File: config.mk
export PLATFORM = sky130hd
export DESIGN_NAME = fp16_divider
export DESIGN_NICKNAME = d
export VERILOG_FILES = /design/src/rtl/fp16_green_pkg.sv /design/src/rtl/fp16_round_pack.sv /design/src/rtl/fp16_divider.sv
export SDC_FILE = /design/constraint.sdc
export NUM_CORES = 1
export LEC_CHECK = 0
export ABC_AREA = 1
export BUFFER_PORTS_ARGS = -buffer_cell sky130_fd_sc_hd__buf_2
export CAP_MARGIN = 20
export CORE_MARGIN = 2
export CORE_UTILIZATION = 50
export DETAILED_ROUTE_END_ITERATION = 16
export PLACE_DENSITY = 0.73
export SYNTH_ARGS = -nofsm -noshare
export SYNTH_HDL_FRONTEND = slang
export SYNTH_SLANG_ARGS = --single-unit
export TNS_END_PERCENT = 50
File: constraint.sdc
create_clock -name clk -period 2.73 [get_ports clk]
set_clock_uncertainty 0.2 [all_clocks]
set_input_delay 0.4095 -clock clk [delete_from_list [all_inputs] [get_ports clk]]
set_output_delay 0.4095 -clock clk [all_outputs]
set_load 0.1 [all_outputs]
File: src/rtl/fp16_green_pkg.sv
// fp16_green_pkg: shared FP16 constants, operand classes and divider states
package fp16_green_pkg;
  localparam int EXP_BIAS = 15;
  localparam int QUOT_BITS = 13;
  localparam logic [15:0] FP16_QNAN = 16'h7E00;
  localparam logic [15:0] FP16_PINF = 16'h7C00;
  typedef enum logic [1:0] {ZERO, NORMAL, INF, NAN} fp16_class_t;
  typedef enum logic [1:0] {IDLE, DIV, ROUND, DONE} div_state_t;
  function automatic fp16_class_t fp16_classify(input logic [15:0] x);
    return (x[14:10] == 5'h1F) ? ((x[9:0] != 10'd0) ? NAN : INF) : (x[14:10] == 5'd0) ? ZERO : NORMAL;
  endfunction
endpackage

File: src/rtl/fp16_round_pack.sv
// fp16_round_pack: round-to-nearest-even, range check and pack of an FP16 value
module fp16_round_pack
  import fp16_green_pkg::*;
(
  input  logic              sign_i,
  input  logic signed [6:0] exp_i,
  input  logic [10:0]       sig_i,
  input  logic              guard_i,
  input  logic              sticky_i,
  output logic [15:0]       result_o,
  output logic              overflow_o,
  output logic              underflow_o
);
  logic [11:0] sum;
  logic signed [6:0] exp_r;
  // round, fold a mantissa carry into the exponent, then saturate or flush
  always_comb begin
    sum = {1'b0, sig_i} + {11'd0, guard_i & (sticky_i | sig_i[0])};
    exp_r = exp_i + {6'd0, sum[11]};
    overflow_o = exp_r >= 7'sd31;
    underflow_o = exp_r <= 7'sd0;
    result_o = overflow_o ? {sign_i, FP16_PINF[14:0]} : underflow_o ? {sign_i, 15'd0} : {sign_i, exp_r[4:0], sum[9:0]};
  end
endmodule

File: src/rtl/fp16_divider.sv
// fp16_divider: iterative restoring FP16 divider with fixed latency and exception flags
module fp16_divider
  import fp16_green_pkg::*;
(
  input  logic        clk,
  input  logic        rst_n,
  input  logic        valid_in,
  output logic        ready_in,
  input  logic [15:0] a,
  input  logic [15:0] b,
  output logic [15:0] result,
  output logic        valid_out,
  output logic        overflow,
  output logic        underflow,
  output logic        div_by_zero,
  output logic        invalid
);
  div_state_t state_q, state_d;
  logic [15:0] a_q, b_q, result_q, res_d;
  logic [12:0] quo_q;
  logic [11:0] rem_q, rem_d, mb;
  logic [3:0] cnt_q;
  logic ld_q, ge, q12, valid_q, ovf_q, unf_q, dbz_q, inv_q;
  logic sign, rp_ovf, rp_unf, inv_d, dbz_d, norm_d;
  logic [15:0] rp_res;
  logic signed [6:0] exp_d;
  fp16_class_t ca, cb;
  // state register; reset aborts any divide in flight
  always_ff @(posedge clk or negedge rst_n)
    if (!rst_n) state_q <= IDLE;
    else state_q <= state_d;
  // next state: one unpack cycle, 13 quotient bits, round, strobe
  always_comb begin
    state_d = state_q;
    case (state_q)
      IDLE:  state_d = valid_in ? DIV : IDLE;
      DIV:   state_d = (!ld_q && cnt_q == 4'd0) ? ROUND : DIV;
      ROUND: state_d = DONE;
      DONE:  state_d = IDLE;
    endcase
  end
  // outputs: ready only when idle, everything else straight from registers
  always_comb begin
    ready_in = state_q == IDLE;
    valid_out = valid_q;
    result = result_q;
    overflow = ovf_q;
    underflow = unf_q;
    div_by_zero = dbz_q;
    invalid = inv_q;
  end
  // one restoring step and the normalise/special-case decode of the final quotient
  always_comb begin
    mb = {2'b01, b_q[9:0]};
    ge = rem_q >= mb;
    rem_d = ge ? rem_q - mb : rem_q;
    rem_d = {rem_d[10:0], 1'b0};
    q12 = quo_q[12];
    exp_d = $signed({2'b00, a_q[14:10]}) - $signed({2'b00, b_q[14:10]}) + (q12 ? 7'(EXP_BIAS) : 7'(EXP_BIAS - 1));
    ca = fp16_classify(a_q);
    cb = fp16_classify(b_q);
    sign = a_q[15] ^ b_q[15];
    inv_d = ca == NAN || cb == NAN || (ca == ZERO && cb == ZERO) || (ca == INF && cb == INF);
    dbz_d = !inv_d && ca == NORMAL && cb == ZERO;
    norm_d = ca == NORMAL && cb == NORMAL;
    res_d = inv_d ? FP16_QNAN : (dbz_d || ca == INF) ? {sign, FP16_PINF[14:0]} : (ca == ZERO || cb == INF) ? {sign, 15'd0} : rp_res;
  end
  fp16_round_pack u_round (
    .sign_i(sign),
    .exp_i(exp_d),
    .sig_i(q12 ? quo_q[12:2] : quo_q[11:1]),
    .guard_i(q12 ? quo_q[1] : quo_q[0]),
    .sticky_i((q12 & quo_q[0]) | (rem_q != 12'd0)),
    .result_o(rp_res),
    .overflow_o(rp_ovf),
    .underflow_o(rp_unf)
  );
  // datapath: capture operands, iterate the quotient, latch result with the strobe
  always_ff @(posedge clk or negedge rst_n)
    if (!rst_n) begin
      a_q <= '0;
      b_q <= '0;
      quo_q <= '0;
      rem_q <= '0;
      cnt_q <= '0;
      ld_q <= 1'b0;
      valid_q <= 1'b0;
      result_q <= '0;
      ovf_q <= 1'b0;
      unf_q <= 1'b0;
      dbz_q <= 1'b0;
      inv_q <= 1'b0;
    end else begin
      if (state_q == IDLE && valid_in) begin
        a_q <= a;
        b_q <= b;
        cnt_q <= 4'(QUOT_BITS - 1);
        ld_q <= 1'b1;
      end
      if (state_q == DIV && ld_q) begin
        rem_q <= {2'b01, a_q[9:0]};
        quo_q <= '0;
        ld_q <= 1'b0;
      end else if (state_q == DIV) begin
        rem_q <= rem_d;
        quo_q <= {quo_q[11:0], ge};
        cnt_q <= cnt_q - 4'd1;
      end
      valid_q <= state_q == ROUND;
      if (state_q == ROUND) begin
        result_q <= res_d;
        ovf_q <= norm_d && rp_ovf;
        unf_q <= norm_d && rp_unf;
        dbz_q <= dbz_d;
        inv_q <= inv_d;
      end
    end
endmodule

## Word-level counts from Yosys, hierarchy flattened

Cells that the tools add are included.

- Register bits after elaboration: 85
- Bits of input ports: 35

- Order comparisons: 3
- Reduce and logical (&&, ||, !) cells: 28
- Multiplexer cells: 27
- Bitwise logic cells: 5
- Equality and inequality tests: 11
- Add/sub/neg operators: 6

Operator list:

| kind | number |
|---|---|
| two-way mux 15 bit | 4 |
| two-way mux 13 bit | 2 |
| two-way mux 12 bit | 2 |
| two-way mux 11 bit | 2 |
| nonzero test 10 bit | 2 |
| two-way mux 16 bit | 1 |
| adder 11 x 1 -> 12 bit | 1 |
| == test 2 bit, second input constant | 6 |
| greater-or-equal comparator 12 x 11 -> 1 bit | 1 |
| two-way mux 4 bit | 3 |
| nonzero test 12 bit | 1 |
| subtractor 11 bit | 1 |
| == test 5 bit, second input constant | 2 |
| logical AND 1 bit | 10 |
| zero test 5 bit | 2 |
| two-way mux 1 bit | 9 |
| case mux 2 bit (4 select lines) | 1 |
| adder 6 x 5 -> 7 bit | 1 |
| adder 7 x 1 -> 7 bit | 1 |
| greater-or-equal comparator 7 x 6 -> 1 bit, second input constant | 1 |
| less-or-equal comparator 7 x 1 -> 1 bit, second input constant | 1 |
| == test 2 x 1 -> 1 bit, second input constant | 3 |
| zero test 2 bit | 3 |
| two-way mux 2 bit | 3 |
| 9 further kinds | 17 |

## Longest topological paths before layout

Gate-level depths: netlist of the first run.

- Depth after elaboration: 13
- Mapped depth: 21
- Depth with buffers taken out: 20

## Cells and area by module

From an unflattened synthesis of the first run, not the netlist that was laid out.

- Cells, all modules: 725
- Area total of the unflattened synthesis: 5,435.2 um2

By module, submodules not included:

| module | times used | cells each | area each (um2) |
|---|---|---|---|
| fp16_divider | 1 | 616 | 4,877.2 |
| fp16_round_pack | 1 | 109 | 558.0 |

## Worst setup path after synthesis of the first run

OpenSTA, ideal clock, no wires.

- Path kind: flip-flop to flip-flop
- Start point: reg state_q[0]
- End point: reg b_q[11]
- Period minus slack after synthesis: 3,126 ps
- Library setup time: 78 ps
- Setup slack: -396 ps
- Arrival time: 2,848 ps
- Required time: 2,452 ps
- Cell stages (with the launch flop): 6
- Cells stage by stage: dfrtp_1 -> nor2_1 -> nand2_1 -> clkbuf_1 -> buf_1 -> a21oi_1

- Word-level cells in the longest chain between the ends: 2

Ends and longest elaborated chain:

| what | RTL line | source |
|---|---|---|
| start: declaration | fp16_divider.sv:18 | `div_state_t state_q, state_d;` |
| start signal: assignment | fp16_divider.sv:31 | `else state_q <= state_d;` |
| zero test 2 bit | n/a |  |
| via ready_in | fp16_divider.sv:8 | `output logic ready_in,` |
| logical AND 1 bit | fp16_divider.sv:94 | `if (state_q == IDLE && valid_in) begin` |
| end signal: assignment | fp16_divider.sv:82 | `b_q <= '0;` |
| end signal: assignment | fp16_divider.sv:96 | `b_q <= b;` |
| end: declaration | fp16_divider.sv:19 | `logic [15:0] a_q, b_q, result_q, res_d;` |

The timed path passes the listed nets, and every way through them passes these cells.
A chain may end at the register's enable or synchronous reset.

## Worst setup path in the final report of the first run

- Start point: reg quo_q[12]
- End point: reg result_q[0], in the netlist result[0]

- Word-level cells in the longest chain between the ends: 12

Ends and longest elaborated chain:

| what | RTL line | source |
|---|---|---|
| start: declaration | fp16_divider.sv:20 | `logic [12:0] quo_q;` |
| start signal: assignment | fp16_divider.sv:106 | `quo_q <= {quo_q[11:0], ge};` |
| AND 1 bit | fp16_divider.sv:73 | `.sticky_i((q12 & quo_q[0]) \| (rem_q != 12'd0)),` |
| bitwise OR 1 bit | fp16_divider.sv:73 |  |
| bitwise OR 1 bit | fp16_round_pack.sv:18 | `sum = {1'b0, sig_i} + {11'd0, guard_i & (sticky_i \| sig_i[0])};` |
| AND 1 bit | fp16_round_pack.sv:18 |  |
| adder 11 x 1 -> 12 bit | fp16_round_pack.sv:18 |  |
| adder 7 x 1 -> 7 bit | fp16_round_pack.sv:19 | `exp_r = exp_i + {6'd0, sum[11]};` |
| less-or-equal comparator 7 x 1 -> 1 bit | fp16_round_pack.sv:21 | `underflow_o = exp_r <= 7'sd0;` |
| two-way mux 15 bit | fp16_round_pack.sv:22 | `result_o = overflow_o ? {sign_i, FP16_PINF[14:0]} : underflow_o ? {sign_i, 15'd0} : {sign_i, exp_r[4:0], sum[9 ...` |
| two-way mux 15 bit (*) | fp16_round_pack.sv:22 |  |
| two-way mux 15 bit (*) (2 in a row) | fp16_divider.sv:66 | `res_d = inv_d ? FP16_QNAN : (dbz_d \|\| ca == INF) ? {sign, FP16_PINF[14:0]} : (ca == ZERO \|\| cb == INF) ? {sign ...` |
| two-way mux 16 bit (*) | fp16_divider.sv:66 |  |
| end signal: assignment | fp16_divider.sv:111 | `result_q <= res_d;` |
| end: declaration | fp16_divider.sv:19 |  |

Mark *: on every way between the ends. The rest lies on a longest branch, timed or not.

==> results of run 1 <==
-- layer usage --
layer  routed length, µm  global-route usage (%)  share of wire, %  up-vias
li1                    -                       -                 -     2369
met1                5680                    30.1                43     2267
met2                6580                    43.3                50      151
met3                 645                    5.64               4.9       37
met4                 352                    9.85               2.7        0
met5                   0                       0                 0        -
-- kinds of logic after synthesis --
logic type               share of synthesized area (%)
flip-flops                                        42.3
AO/OA/AOI/OAI                                     12.9
multiplexers                                      1.34
buffers and inverters                             8.57
AND/OR/NAND/NOR                                   26.7
XOR/XNOR                                          2.27
adder cells (fa/ha/maj)                           5.93
-- final timing paths --
check	cells past startpoint	slack [ns]	start	endpoint
setup / recovery	19	-0.52	quo_q[12]$_DFFE_PN0P_	result[0]$_DFFE_PN0P_
hold / removal	2	0.06	b[0]	b_q[0]$_DFFE_PN0P_
setup reg to reg	19	-0.52	quo_q[12]$_DFFE_PN0P_	result[0]$_DFFE_PN0P_
hold reg to reg	1	0.27	cnt_q[2]$_DFF_PN0_	cnt_q[2]$_DFF_PN0_
max in group asynchronous	3	1.34	rst_n	underflow$_DFFE_PN0P_
min in group asynchronous	2	0.37	rst_n	a_q[6]$_DFFE_PN0P_
-- worst reg2reg max path: cells and delay by family, from the launching register on --
family          cells  cell delay (ns)
compound gates      2             0.24
fa+ha+maj           2             0.52
buf+inv             5             0.46
flops               1             0.54
simple gates       10             1.20
-- layout make-up --
cell class / count / share of cell area [%]
clock inverters: 4 / 1.22
flip-flops and latches: 85 / 33.6
well taps: 133 / 2.63
repair buffers: 117 / 12.3
multi-input cells: 465 / 42.2
inverters: 90 / 5.37
clock buffers: 12 / 2.61
-- cells in the mapped netlist, types with 2 or more instances --
cell type	number
nand3_2	3
nor2_1	75
buf_2	2
buf_1	2
nand4_1	15
fa_1	3
a21o_1	2
nand2_4	3
xor2_1	10
o21ai_0	23
o211ai_1	10
o21ai_1	8
clkbuf_1	10
clkinv_1	2
inv_2	3
a21oi_4	2
o21bai_1	4
a21oi_1	45
xnor2_1	3
mux2_2	6
nor2_2	2
nor3_1	7
buf_6	2
nand2_1	150
dfrtp_1	85
ha_1	19
nand2_2	5
inv_1	85
nand3_1	49
o22ai_1	14
-- metrics by stage --
step                utilization (%)  worst slack, ns
floorplan                         -           -0.110
CTS                            63.0           -0.267
global route                   64.8           -0.748
global placement               58.2           -0.183
detailed placement             58.2           -0.308
finish                         64.8           -0.521
-- repair_timing --
item	4_1_cts	5_1_grt
cloned	1	1
setup buffers	21	5
hold endpoints to repair	44	0
gates resized for setup	14	39
setup endpoints to repair	17	17
pin swaps	1	29
hold buffers	1	0
-- registers in the layout, indices dropped and copies added, names as in the netlist, named ones only --
signal       flops
a_q             16
b_q             16
cnt_q            4
div_by_zero      1
invalid          1
ld_q             1
overflow         1
quo_q           13
rem_q           12
result          16
state_q          1
underflow        1
valid_out        1
==> run_results.csv, run 1 <==
group,metric,value,unit
worst_setup_path,path_cells,"buf_12, o21ai_4, nand2_2, nor2_2, nand4_1, nor3_2, fa_2, inv_2, ha_4, inv_4, nor2_2, inv_1, nor2_2, nand3_2, nor2_4, buf_4, a21oi_4, nand4_1, nand2_1",
cts,root_buffer,"clkbuf_8",
cts,cts.sinks,85,
worst_setup_path,crit_path_max_incr_delay,0.54,ns
worst_setup_path,cp-start-kind,"flop",
timing,worst_slack,-0.521,ns
cts,tritoncts,"done",
synth,avgSynthCellArea,7.67,µm²
worst_setup_path,crit_arrival,3.31,ns
routing,detail_route.first_pass.iterations,5,
synth,yosysTopAreaCellShare,42.3,%
cells_and_area,drive_above_1_share,25.7,%
synth,postSynthCellCount,655,
cts,numCtsBuffers,9,
routing,postRouteWirelength,13300,µm
routing,ant_nets,0,
floorplan,num_rows,36,
timing,slew_viol_final,0,
synth,synth_area_leader_cell,"dfrtp_1",
worst_setup_path,critPathTopFamily,"simple AND/OR/NAND/NOR gates",
synth,synth_area,5020,µm²
place,port_buffers,56,
timing,worst_slew_pin_slew,0.655,ns
worst_setup_path,cp.required,2.79,ns
worst_setup_path,path_class,"flop to flop",
cells_and_area,final_cells,906,
cells_and_area,final_cell_mix,"nand2_1, dfrtp_1, inv_1",
place,dp.cells,862,
cells_and_area,final_common_cell,"nand2_1",
timing,holdWs,0.0625,ns
floorplan,die_y,104,µm
floorplan,die_area,10900,µm²
worst_setup_path,crit_buf_inv,5,
cells_and_area,n_antenna_cell,0,
synth,synth_edf_count,0,
cts,cts_buffer_depth,2,
worst_setup_path,cp_common_cell,"nor2_2",
grt,grt_pass1_vias,4755,
timing,max_slew_margin,56.2,%
synth,synth-warning-count,0,
floorplan,die-width,104,µm
grt,grt_pass1_wl,21700,µm
timing,post-route-period-util,119,%
synth,synth_nets,712,
timing,tns,-7.77,ns
synth,ys_types,36,
floorplan,start_util,51.4,%
cells_and_area,multiInputGateArea,2680,µm²
status,violations,"setup timing",
place,dp_hpwl,8870,µm
grt,grt_usage,24.9,%
floorplan,pin_count,57,
grt,grt_max_degree,46,
timing,setup_viol,17,
floorplan,core_area,9770,µm²
place,place_area,5690,µm²
synth,synth-main-ff-cell,"dfrtp_1",
hold_path,min-delay-path-class,"input pin to flop",
routing,vias,4824,
timing,fin_crit,3.25,ns
routing,avgRoutedWirePerCell,14.6,µm
routing,initialDrtViolationCount,309,
cts,clk_latency,0.38,ns
cells_and_area,fill_cells,815,
worst_setup_path,cp-end-kind,"flop",
cells_and_area,postLayoutCellArea,6330,µm²
worst_setup_path,slowest_stage,"dfrtp_4",
status,outcome,"finished, violations left",
cts,ctsHtreeMaxLevel,3,
place,gp_congestion,0.861,
cells_and_area,regArea,2130,µm²
timing,max_freq,308,MHz
timing,rsz0062_at_grt,"yes",
timing,hold_viol,0,
routing,drc_errors,0,
synth,synthTopCellsByArea,"dfrtp_1, nand2_1, inv_1",
grt,overflow,0,
synth,ys_seq_area_share,42.3,%
worst_setup_path,worst-path-max-fanout,6,
routing,routed_via_density,5.32,
synth,async_flop_share,100,%
grt,antenna_found_initial,0,
cts,clk_pin_slew,0.09,ns
cells_and_area,syn2layout_area_growth,26.1,%
flow_run,cap_violations,0,
cells_and_area,nNetsFinal,825,
synth,ys_ff_latch,85,
Power of run 1 is not shown: default switching activity piles up to over one toggle a cycle in this logic, so the estimate is an artifact.
==> inputs of run 2 (changes only) <==
--- a/config.mk
+++ b/config.mk
@@ -11,7 +11,7 @@
 export CORE_MARGIN = 2
 export CORE_UTILIZATION = 50
 export DETAILED_ROUTE_END_ITERATION = 16
-export PLACE_DENSITY = 0.73
+export PLACE_DENSITY = 0.7
 export SYNTH_ARGS = -nofsm -noshare
 export SYNTH_HDL_FRONTEND = slang
 export SYNTH_SLANG_ARGS = --single-unit
==> constraint.sdc (replaced) <==
create_clock -name clk -period 3.95 [get_ports clk]
set_clock_uncertainty 0.2 [all_clocks]
set_input_delay 0.5925 -clock clk [delete_from_list [all_inputs] [get_ports clk]]
set_output_delay 0.5925 -clock clk [all_outputs]
set_load 0.1 [all_outputs]
==> run 2 against run 1 <==
Net effect:
- the run now ends clean
- critical path depth up 1
- flip-flop and latch count unchanged
- utilization down 7.3 points
- critical path type unchanged
- critical endpoint is now result[11]$_DFFE_PN0P_
- largest cell class unchanged
==> run_results.csv, run 2 (synthesis results as in run 1) <==
group,metric,value,unit
status,outcome,"finished, final reports clean",
cts,cts_resized,0,
cells_and_area,multiInputGateArea,2470,µm²
worst_setup_path,reg2reg_from,"quo_q[12]$_DFFE_PN0P_",
routing,drc_errors,0,
routing,detail_route.first_pass.iterations,5,
routing,routed_via_density,5.26,
place,port_buffers,56,
place,place_area,5410,µm²
cells_and_area,n_antenna_cell,0,
hold_path,hold_path_startpoint,"b[10]",
cells_and_area,drive_above_1_share,14.1,%
routing,ant_nets,0,
grt,overflow,0,
timing,fin_crit,3.44,ns
timing,rsz0062_at_grt,"no",
grt,grt_pass1_wl,20200,µm
cts,hold_buffers,0,
cells_and_area,regArea,2130,µm²
timing,worst_slew_pin_slew,0.895,ns
worst_setup_path,crit_arrival,3.50,ns
worst_setup_path,worst-path-max-fanout,24,
worst_setup_path,crit_start,"quo_q[12]$_DFFE_PN0P_",
floorplan,die-width,104,µm
cts,cts_setup_buffers,0,
floorplan,core_area,9770,µm²
worst_setup_path,cp_common_cell,"nand2_1",
timing,max_slew_margin,40.1,%
worst_setup_path,crit_buf_inv,3,
cts,root_buffer,"clkbuf_8",
floorplan,num_rows,36,
cells_and_area,final_cell_mix,"nand2_1, inv_1, dfrtp_1",
worst_setup_path,slowest_stage,"dfrtp_1",
hold_path,min-delay-path-class,"input pin to flop",
cells_and_area,postLayoutCellArea,5620,µm²
cts,clk_latency,0.37,ns
cells_and_area,nNetsFinal,767,
cts,cts.sinks,85,
timing,slew_viol_final,0,
cts,tritoncts,"done",
grt,grt_usage,22.9,%
place,gp_congestion,0.926,
worst_setup_path,cp-start-kind,"flop",
timing,tns,0,ns
floorplan,pin_count,57,
cts,numCtsBuffers,9,
worst_setup_path,path_class,"flop to flop",
worst_setup_path,crit_path_max_incr_delay,0.77,ns
cts,clk_pin_slew,0.08,ns
timing,hold_viol,0,
cts,ctsHtreeMaxLevel,3,
timing,post-route-period-util,87.0,%
cts,cts_buffer_depth,2,
routing,avgRoutedWirePerCell,13.6,µm
worst_setup_path,cp.required,4.01,ns
worst_setup_path,reg2reg_slack,0.51,ns
timing,max_freq,291,MHz
cells_and_area,final_common_cell,"nand2_1",
grt,antenna_found_initial,0,
worst_setup_path,critPathTopFamily,"simple AND/OR/NAND/NOR gates",
grt,grt_max_degree,86,
floorplan,die_y,104,µm
routing,postRouteWirelength,11500,µm
cells_and_area,fill_cells,927,
routing,initialDrtViolationCount,217,
worst_setup_path,cp-end-kind,"flop",
cells_and_area,syn2layout_area_growth,11.9,%
timing,setup_viol,0,
grt,grt_pass1_vias,4342,
floorplan,die_area,10900,µm²
place,dp_hpwl,8630,µm
routing,vias,4457,
worst_setup_path,path_cells,"nand2_1, o21ai_0, nand2_1, nor2_2, nand4_1, nor3_1, fa_1, inv_1, ha_1, inv_1, nor2_1, inv_1, nor2_1, nand3_1, nor2_2, nand2_1, nand3_1, nand2_1, nand2_1, nand2_1",
flow_run,cap_violations,0,
floorplan,start_util,51.4,%
run 2: final timing paths:
check,endpoint,depth (start not counted)
min in group asynchronous,a_q[2]$_DFFE_PN0P_,2
max in group asynchronous,a_q[15]$_DFFE_PN0P_,3
max,result[11]$_DFFE_PN0P_,20
min reg2reg,cnt_q[2]$_DFF_PN0_,1
min,b_q[10]$_DFFE_PN0P_,2
max reg2reg,result[11]$_DFFE_PN0P_,20
run 2: layer usage:
layer	track usage, %	vias to the layer above	wire length, µm
met4	5.50	0	146
met3	5.58	14	574
met2	37.1	114	5310
met1	31.3	2087	5500
li1	-	2242	-
met5	0	-	0
run 2: metrics by stage:
step / std cells / setup slack [ns] / util, % / hold slack (ns)
floorplan: 655 / 0.824 / - / 0.0969
CTS: 846 / 0.532 / 57.1 / 0.243
finish: 848 / 0.513 / 57.5 / 0.262
global route: 848 / 0.00154 / 57.5 / 0.250
detailed placement: 830 / 0.562 / 55.3 / 0.261
global placement: 830 / 0.595 / 55.3 / 0.261
run 2: layout make-up:
cell class / count / area share (%)
inverter: 90 / 6.01
clock inverter: 3 / 0.356
timing repair buffer: 61 / 6.10
multi-input combinational: 463 / 43.9
clock buffer: 13 / 2.83
sequential: 85 / 37.8
tap: 133 / 2.96
Power of run 2 is left out for the same reason.
